`config.mk`:
```
export PLATFORM = sky130hd
export DESIGN_NAME = instruction_fetch
export DESIGN_NICKNAME = d
export VERILOG_FILES = /design/src/rtl/instruction_fetch.sv
export SDC_FILE = /design/constraint.sdc
export NUM_CORES = 1
export LEC_CHECK = 0
export ABC_CLOCK_PERIOD_IN_PS = 2020
export BUFFER_PORTS_ARGS = -buffer_cell sky130_fd_sc_hd__buf_2
export CELL_PAD_IN_SITES_DETAIL_PLACEMENT = 1
export CELL_PAD_IN_SITES_GLOBAL_PLACEMENT = 2
export CORE_MARGIN = 5
export CORE_UTILIZATION = 30
export DETAILED_ROUTE_END_ITERATION = 6
export HOLD_SLACK_MARGIN = 0.02
export PLACE_DENSITY = 0.83
export SYNTH_ARGS = -nofsm -noshare
export SYNTH_HDL_FRONTEND = slang
export SYNTH_SLANG_ARGS = --single-unit
export TNS_END_PERCENT = 50
```
`constraint.sdc`:
```
create_clock -name clk -period 2.02 [get_ports clk]
set_input_delay 0.404 -clock clk [delete_from_list [all_inputs] [get_ports clk]]
set_output_delay 0.404 -clock clk [all_outputs]
set_load 0.03 [all_outputs]
```
`src/rtl/instruction_fetch.sv`:
```
// Fetch front end for the instruction RAM: one-in-flight SETUP/READ fetch loop
// feeding a 2-entry {pc, word} prefetch queue toward the decoder.
//
// state | meaning
// IDLE  | not fetching, waiting for start or redirect
// SETUP | address on ADDBUS, RD low, waits for a free queue slot
// READ  | RD high for one cycle, word captured at end of cycle
// HALT  | end word fetched, queue drains, waits for redirect
module instruction_fetch #(
  parameter int                ADDR_W     = 16,
  parameter int                DATA_W     = 16,
  parameter int                MEM_DEPTH  = 1024,
  parameter logic [ADDR_W-1:0] START_ADDR = '0,
  parameter logic [DATA_W-1:0] HALT_WORD  = 16'hF100
) (
  input  logic              clk,
  input  logic              rst,
  input  logic              start,
  output logic [ADDR_W-1:0] ADDBUS,
  output logic              RD,
  input  logic [DATA_W-1:0] DATAIN,
  output logic [DATA_W-1:0] ins_out,
  output logic [ADDR_W-1:0] ins_pc,
  output logic              ins_valid,
  input  logic              ins_ready,
  input  logic              redirect,
  input  logic [ADDR_W-1:0] redirect_addr,
  output logic              halted,
  output logic              busy
);

  localparam int PC_W = $clog2(MEM_DEPTH);

  localparam logic [1:0] S_IDLE  = 2'd0;
  localparam logic [1:0] S_SETUP = 2'd1;
  localparam logic [1:0] S_READ  = 2'd2;
  localparam logic [1:0] S_HALT  = 2'd3;

  logic [1:0]        state, state_nxt;
  logic [PC_W-1:0]   pc, pc_nxt;
  logic              rd_q;
  logic [1:0]        count;
  logic [1:0]        count_after_pop;
  logic              pop, push;
  logic [DATA_W-1:0] hd_word, tl_word;
  logic [PC_W-1:0]   hd_pc, tl_pc;

  generate
    if (PC_W < ADDR_W) begin : g_unused_hi
      logic unused_redirect_hi;
      assign unused_redirect_hi = ^redirect_addr[ADDR_W-1:PC_W];
    end
  endgenerate

  assign pop             = (count != 2'd0) && ins_ready;
  assign push            = (state == S_READ) && !redirect;
  assign count_after_pop = count - {1'b0, pop};

  always_comb begin
    state_nxt = state;
    pc_nxt    = pc;
    if (redirect) begin
      state_nxt = S_SETUP;
      pc_nxt    = redirect_addr[PC_W-1:0];
    end else begin
      case (state)
        S_IDLE: begin
          if (start) begin
            state_nxt = S_SETUP;
            pc_nxt    = START_ADDR[PC_W-1:0];
          end
        end
        S_SETUP: begin
          if (count_after_pop != 2'd2) state_nxt = S_READ;
        end
        S_READ: begin
          // pc is PC_W bits wide, so the increment wraps modulo MEM_DEPTH
          pc_nxt    = pc + 1'b1;
          state_nxt = (DATAIN == HALT_WORD) ? S_HALT : S_SETUP;
        end
        default: state_nxt = state;
      endcase
    end
  end

  always_ff @(posedge clk or posedge rst) begin
    if (rst) begin
      state <= S_IDLE;
      pc    <= '0;
      rd_q  <= 1'b0;
    end else begin
      state <= state_nxt;
      pc    <= pc_nxt;
      rd_q  <= (state_nxt == S_READ);
    end
  end

  // READ is only entered with a free slot, so a push never finds the queue full
  always_ff @(posedge clk or posedge rst) begin
    if (rst) begin
      count   <= 2'd0;
      hd_word <= '0;
      hd_pc   <= '0;
      tl_word <= '0;
      tl_pc   <= '0;
    end else if (redirect) begin
      count <= 2'd0;
    end else begin
      case ({push, pop})
        2'b10: begin
          if (count == 2'd0) begin
            hd_word <= DATAIN;
            hd_pc   <= pc;
          end else begin
            tl_word <= DATAIN;
            tl_pc   <= pc;
          end
          count <= count + 2'd1;
        end
        2'b01: begin
          hd_word <= tl_word;
          hd_pc   <= tl_pc;
          count   <= count - 2'd1;
        end
        2'b11: begin
          if (count == 2'd2) begin
            hd_word <= tl_word;
            hd_pc   <= tl_pc;
            tl_word <= DATAIN;
            tl_pc   <= pc;
          end else begin
            hd_word <= DATAIN;
            hd_pc   <= pc;
          end
        end
        default: count <= count;
      endcase
    end
  end

  assign ADDBUS    = ADDR_W'(pc);
  assign RD        = rd_q;
  assign ins_out   = hd_word;
  assign ins_pc    = ADDR_W'(hd_pc);
  assign ins_valid = (count != 2'd0);
  assign halted    = (state == S_HALT);
  assign busy      = (state == S_SETUP) || (state == S_READ);

endmodule

```
==> results of run 1 <==
-- stage by stage --
stage / power, W / utilization [%] / std cells / instance area (um^2)
after floorplan: 0.003878 / - / 306 / 3395
after global placement: 0.004520 / 35.59 / 503 / 3875
after detailed placement: 0.004623 / 35.59 / 503 / 3875
after CTS: 0.005917 / 37.67 / 519 / 4101
after global routing: 0.006252 / 37.92 / 520 / 4129
final: 0.005844 / 37.92 / 520 / 4129
-- cells in the final DEF, fill, tap and decap left out, types with 3 or more instances in the layout --
| cell | instances |
|---|---|
| o21ai_0 | 8 |
| dfrtp_1 | 67 |
| xor2_1 | 3 |
| ha_1 | 4 |
| buf_2 | 70 |
| nor2_1 | 33 |
| mux2i_1 | 26 |
| conb_1 | 12 |
| buf_12 | 4 |
| nand2_1 | 13 |
| buf_4 | 9 |
| inv_1 | 5 |
| clkinvlp_4 | 3 |
| a21oi_1 | 17 |
| clkbuf_8 | 10 |
| mux2_2 | 27 |
| nand3_1 | 5 |
| a21oi_2 | 14 |
-- what timing repair did --
| action | 4_1_cts | 5_1_grt |
|---|---|---|
| endpoints found under the setup margin | 0 | 25 |
| setup buffers | 0 | 0 |
| resized for setup | 0 | 1 |
-- power groups by stage --
| stage | clock network (W) | registers (W) | logic [W] |
|---|---|---|---|
| after global placement | 0 | 0.00216 | 0.00236 |
| after floorplan | 0 | 0.00277 | 0.00111 |
| final | 0.00127 | 0.00216 | 0.00242 |
| after global routing | 0.00138 | 0.00224 | 0.00262 |
| after CTS | 0.00132 | 0.00217 | 0.00243 |
| after detailed placement | 0 | 0.00220 | 0.00242 |
-- sequential cells by signal, indices dropped and copies added (netlist names) --
register and flops:
ins_out 16, tl_word 16, hd_pc 10, pc 10, tl_pc 10, count 2
state 2, RD 1
-- final cells by class --
| type | instances | area share [%] |
|---|---|---|
| Clock inverter | 6 | 2.152 |
| Multi-Input combinational cell | 207 | 36.36 |
| Tap cell | 140 | 4.242 |
| Clock buffer | 10 | 3.333 |
| Timing Repair Buffer | 84 | 12.67 |
| Inverter | 6 | 0.6364 |
| Sequential cell | 67 | 40.61 |
-- path summary, 6_finish.rpt --
kind                                       start     endpoint  slack, ns  depth (start not counted)
worst max register to register          state[0]   ins_out[6]       0.13                          7
min in group clk                redirect_addr[3]        pc[3]       0.27                          3
worst min-delay path                         rst  ins_out[12]       0.16                          3
worst max-delay path                    state[0]   ins_out[6]       0.13                          7
worst min register to register       tl_word[15]  tl_word[15]       0.51                          1
max in group asynchronous                    rst   tl_word[1]       1.57                          3
-- per-layer routing --
metal,vias to the layer above,wire (um),GRT usage (%)
met5,-,0,0
met4,0,85,3.635
met3,11,450,3.133
met2,61,4017,21.57
met1,1248,4014,17.65
li1,1191,-,-
-- kinds of logic after synthesis --
group | share of synthesized area (%)
compound gates | 12.14
xor+xnor | 1.308
other cells | 0.1120
simple gates | 10.91
fa+ha+maj | 1.868
buf+inv | 6.761
mux | 16.85
flops | 50.06
-- worst register-to-register path: stages (launching register included) --
cell	delay, ns
dfrtp_1	0.38
inv_1	0.09
ha_2	0.24
or3b_1	0.41
a21oi_4	0.26
buf_12	0.21
nor2_1	0.07
a21oi_1	0.15
==> qor.yml, run 1 <==
setup_path:
  cp.arrival_ns: 2.14
  end_kind: "register"
  crit_family: "simple AND/OR/NAND/NOR gates"
  startpoint_type: "register"
  critPathSlowestCell: "or3b_1"
  max_stage_delay_ns: 0.41
  crit_buf_inv: 2
  path_max_fanout: 26
  crit_chain: "inv_1 -> ha_2 -> or3b_1 -> a21oi_4 -> buf_12 -> nor2_1 -> a21oi_1"
  crit_type: "register to register"
  critPathRequiredTime_ns: 2.27
routing:
  vias: 2511
  routedWlPerCell_um: 16.48
  final_antenna_net_count: 0
  wirelength_um: 8568
  drt_iter0_markers: 64
  drc: 0
  first_pass_iters: 4
  vias_per_cell: 4.829
sta:
  min_period_over_period_pct: 93.33
  maxSlewViolCount: 0
  rsz0062_at_grt: "false"
  final-hold-violation-count: 0
  fin_hold_ws_ns: 0.1552
  finalCriticalPeriod_ns: 1.885
  skew_ns: 0.006483
  worst_slack_ns: 0.1347
  clock.fmax_ghz: 0.5304
  timing.setup.tns_ns: 0
  setup_viol: 0
synthesis:
  postSynthAreaPerCell_um2: 11.35
  synthDistinctLibCells: 47
  syn_area_um2: 3349
  synth_area_leaders: "dfrtp_1 50%, mux2_2 9.1%, mux2i_1 7.8%"
  ys_ff_latch: 67
  synth.top_cell.area_share_pct: 50.06
  synth_seq_area_share_pct: 50.06
  ys.flop_type: "dfrtp_1"
  synth_top_cell_by_area: "dfrtp_1"
  yosys-top-cells-count: "67 x dfrtp_1, 33 x nor2_1, 27 x mux2_2"
  synthCells: 295
  synth.most_common_cell: "dfrtp_1"
  synth_edf_count: 0
  synth-async-reset-ratio_pct: 100.0
  yosys_warnings: 0
cells_and_area:
  fin_nets: 417
  multiInputGateArea_um2: 1501
  final-seq-area_um2: 1677
  drive_above_1_share_pct: 39.74
  fill_cells: 1249
  n_antenna_cell: 0
  area_growth_pct: 23.27
clock_network:
  cts_sinks: 67
  clock_latency_ns: 0.34
  cts_tree: "done"
  cts_inserted_buffers: 9
  clkTransAtPathRegs_ns: 0.08
  clock_path_buffers: 2
  cts_root_buf: "clkbuf_8"
  h-tree-depth: 3
  cts_hold_buf: 0
place:
  dp_hpwl_um: 5951
  portBuffers: 70
  place_ws_ns: 0.06404
  gp_congestion: 0.8275
hold_path:
  hold_class: "primary input to async pin"
power_and_ir_drop:
  combPwrFrac_pct: 41.4
  clockPowerShare_pct: 21.7
  seqPwrFrac_pct: 37.0
  p_leak_nw: 1.856
  p_per_area_nw_per_um2: 1415
  intPower_w: 0.003433
  power_switching_w: 0.002411
  switching_share_pct: 41.25
  irDropWorstVdd_uv: 491.4
floorplanning:
  dieWidth_um: 115.7
  die-area_um2: 13380
  die-height_um: 115.7
  start_util_pct: 30.76
  placementRows: 38
  core_area_um2: 10890
  io_pins: 89
global_routing:
  grt_max_degree: 68
  antenna_found_initial: 0
  grtUsageTotal_pct: 13.21
  grt_overflow: 0
  grt_pass1_vias: 2722
  grt_pass1_wl_um: 13830
job:
  maxCapViolCount: 0
outcome:
  status: "completed"
(Power assumes the default switching activity.)
==> run 2: changes to the inputs <==
--- a/config.mk
+++ b/config.mk
@@ -5,12 +5,13 @@
 export SDC_FILE = /design/constraint.sdc
 export NUM_CORES = 1
 export LEC_CHECK = 0
+export ABC_AREA = 1
 export ABC_CLOCK_PERIOD_IN_PS = 2020
 export BUFFER_PORTS_ARGS = -buffer_cell sky130_fd_sc_hd__buf_2
 export CELL_PAD_IN_SITES_DETAIL_PLACEMENT = 1
 export CELL_PAD_IN_SITES_GLOBAL_PLACEMENT = 2
 export CORE_MARGIN = 5
-export CORE_UTILIZATION = 30
+export CORE_UTILIZATION = 27
 export DETAILED_ROUTE_END_ITERATION = 6
 export HOLD_SLACK_MARGIN = 0.02
 export PLACE_DENSITY = 0.83
==> run 2 against run 1 <==
Against the previous run: core utilization down 4.0 points; routed wire length up 8.8%; global-route usage down 0.091 points; critical path type unchanged; critical endpoint is now tl_word[13]; sequential share of layout area down 1.2 points.
==> qor.yml, run 2 <==
sta:
  maxSlewViolCount: 0
  finalCriticalPeriod_ns: 1.777
  clock.fmax_ghz: 0.5627
  setup_viol: 0
  min_period_over_period_pct: 87.98
  final-hold-violation-count: 0
  fin_hold_ws_ns: 0.1526
  timing.setup.tns_ns: 0
  skew_ns: 0.006213
  rsz0062_at_grt: "false"
floorplanning:
  die-height_um: 122.5
  die-area_um2: 15000
  core_area_um2: 12520
  start_util_pct: 27.28
  dieWidth_um: 122.5
  io_pins: 89
  placementRows: 41
synthesis:
  postSynthAreaPerCell_um2: 7.886
  yosys_warnings: 0
  yosys-top-cells-count: "162 x nand2_1, 67 x dfrtp_1, 47 x inv_1"
  syn_area_um2: 3415
  synth_area_leaders: "dfrtp_1 49%, nand2_1 18%, o211ai_1 6.4%"
  synth_seq_area_share_pct: 49.10
  synth-async-reset-ratio_pct: 100.0
  synth_edf_count: 0
  ys.flop_type: "dfrtp_1"
  synth.most_common_cell: "nand2_1"
  synthDistinctLibCells: 24
  synthCells: 433
  ys_ff_latch: 67
  synth.top_cell.area_share_pct: 49.10
  synth_top_cell_by_area: "dfrtp_1"
place:
  dp_hpwl_um: 6695
  gp_congestion: 0.8067
  portBuffers: 70
  placed_area_um2: 3926
clock_network:
  clock_path_buffers: 2
  cts_sinks: 67
  clock_latency_ns: 0.33
  ctsResizeCount: 0
  cts_inserted_buffers: 9
  cts_root_buf: "clkbuf_16"
  cts_hold_buf: 0
  clkTransAtPathRegs_ns: 0.06
  cts_tree: "done"
  cts_setup_buffers: 0
  h-tree-depth: 3
setup_path:
  critPathRequiredTime_ns: 2.22
  r2r_end: "tl_word[13]"
  crit_chain: "inv_1 -> ha_1 -> nand2_4 -> inv_1 -> nand2_2 -> buf_12 -> nand2_1 -> o21ai_0"
  critPathSlowestCell: "dfrtp_1"
  max_stage_delay_ns: 0.42
  path_max_fanout: 52
  crit_type: "register to register"
  crit_buf_inv: 3
  rrSetupSlack_ns: 0.24
  crit-reg2reg-launch: "state[0]"
  cp.arrival_ns: 1.98
  crit_top_cell: "inv_1"
  end_kind: "register"
  startpoint_type: "register"
  crit_family: "buffers and inverters"
  r2r_cells: 8
power_and_ir_drop:
  power_switching_w: 0.002739
  clockPowerShare_pct: 26.3
  combPwrFrac_pct: 38.8
  irDropWorstVdd_uv: 419.0
  p_leak_nw: 2.322
  seqPwrFrac_pct: 34.9
  p_per_area_nw_per_um2: 1528
  intPower_w: 0.003757
  switching_share_pct: 42.16
global_routing:
  antenna_found_initial: 0
  grt_overflow: 0
  grtUsageTotal_pct: 13.12
  grt_pass1_wl_um: 15450
  grt_max_degree: 68
  grt_pass1_vias: 3154
cells_and_area:
  drive_above_1_share_pct: 20.28
  area_growth_pct: 24.51
  fill_cells: 1576
  fin_nets: 545
  stdcell_area_um2: 4252
  final_cell_mix: "162 x nand2_1, 70 x buf_2, 67 x dfrtp_1"
  final_common_cell: "nand2_1"
  n_antenna_cell: 0
routing:
  routedWlPerCell_um: 13.70
  first_pass_iters: 4
  met3RoutedLength_um: 398
  drt_iter0_markers: 213
  vias_per_cell: 4.399
  top_layer: "met4"
  wl_met1_um: 4164
  wl_met2_um: 4623
  drc: 0
  wirelength_um: 9318
  vias: 2991
  final_antenna_net_count: 0
outcome:
  status: "completed"
hold_path:
  hold_class: "primary input to async pin"
job:
  maxCapViolCount: 0
run 2: cell types whose count changed after synthesis, sizes merged, moves of 17 or more:
cell,before,now
a21oi,33,6
nor2,33,16
o21ai,9,38
mux2,27,0
inv,6,50
o211ai,2,29
mux2i,26,0
nand2,13,166
run 2: through the flow:
step	utilization, %	worst slack (ns)	std cells	total power, W
5_1_grt	33.97	0.05393	680	0.006994
2_1_floorplan	-	0.4625	444	0.004088
3_5_place_dp	31.37	0.2412	664	0.004866
6_report	33.97	0.2427	680	0.006496
3_3_place_gp	31.37	0.3145	664	0.004758
4_1_cts	33.97	0.2018	680	0.006632
run 2: worst register-to-register path: cells and delay by family (launching register included):
kind,cells,cell delay [ns]
buf+inv,3,0.53
flops,1,0.42
simple gates,3,0.32
fa+ha+maj,1,0.31
compound gates,1,0.08
run 2: cells by family after synthesis:
logic type                 after synthesis  share of synthesized area [%]
and+or+nand+nor                        207                          24.26
DFF                                     67                          49.10
adders and majority gates                5                          1.832
other                                    1                         0.1098
buffers and inverters                   78                          10.81
AOI/OAI and AO/OA                       75                          13.89
run 2: routing by layer:
layer | vias up | global-route usage (%)
met2 | 56 | 22.36
met5 | - | 0
met1 | 1422 | 16.11
met4 | 0 | 5.528
met3 | 9 | 2.673
li1 | 1504 | -
run 2: how the worst max path moves through the flow:
stage | startpoint | endpoint | slack [ns] | depth (start not counted)
after floorplan | state[0] | hd_pc[0] | 0.46 | 8
after global placement | state[0] | tl_word[7] | 0.31 | 8
after detailed placement | state[0] | tl_word[13] | 0.24 | 8
after CTS | state[0] | tl_pc[5] | 0.20 | 8
after global routing | state[0] | tl_word[13] | 0.05 | 8
final | state[0] | tl_word[13] | 0.24 | 8
run 2: power groups by stage:
stage | registers [W] | clock network (W) | logic [W]
after floorplan | 0.00280 | 0 | 0.00129
after global placement | 0.00226 | 0 | 0.00250
after detailed placement | 0.00229 | 0 | 0.00257
after CTS | 0.00227 | 0.00177 | 0.00259
after global routing | 0.00235 | 0.00182 | 0.00282
final | 0.00226 | 0.00171 | 0.00252
run 2: cell type report:
type | instances | area, um^2 | area share, %
Sequential cell | 67 | 1677 | 39.43
Multi-Input combinational cell | 299 | 1410 | 33.17
Timing Repair Buffer | 76 | 432.9 | 10.18
Clock buffer | 9 | 225.2 | 5.297
Tap cell | 172 | 215.2 | 5.062
Inverter | 50 | 191.4 | 4.503
Clock inverter | 7 | 100.1 | 2.354
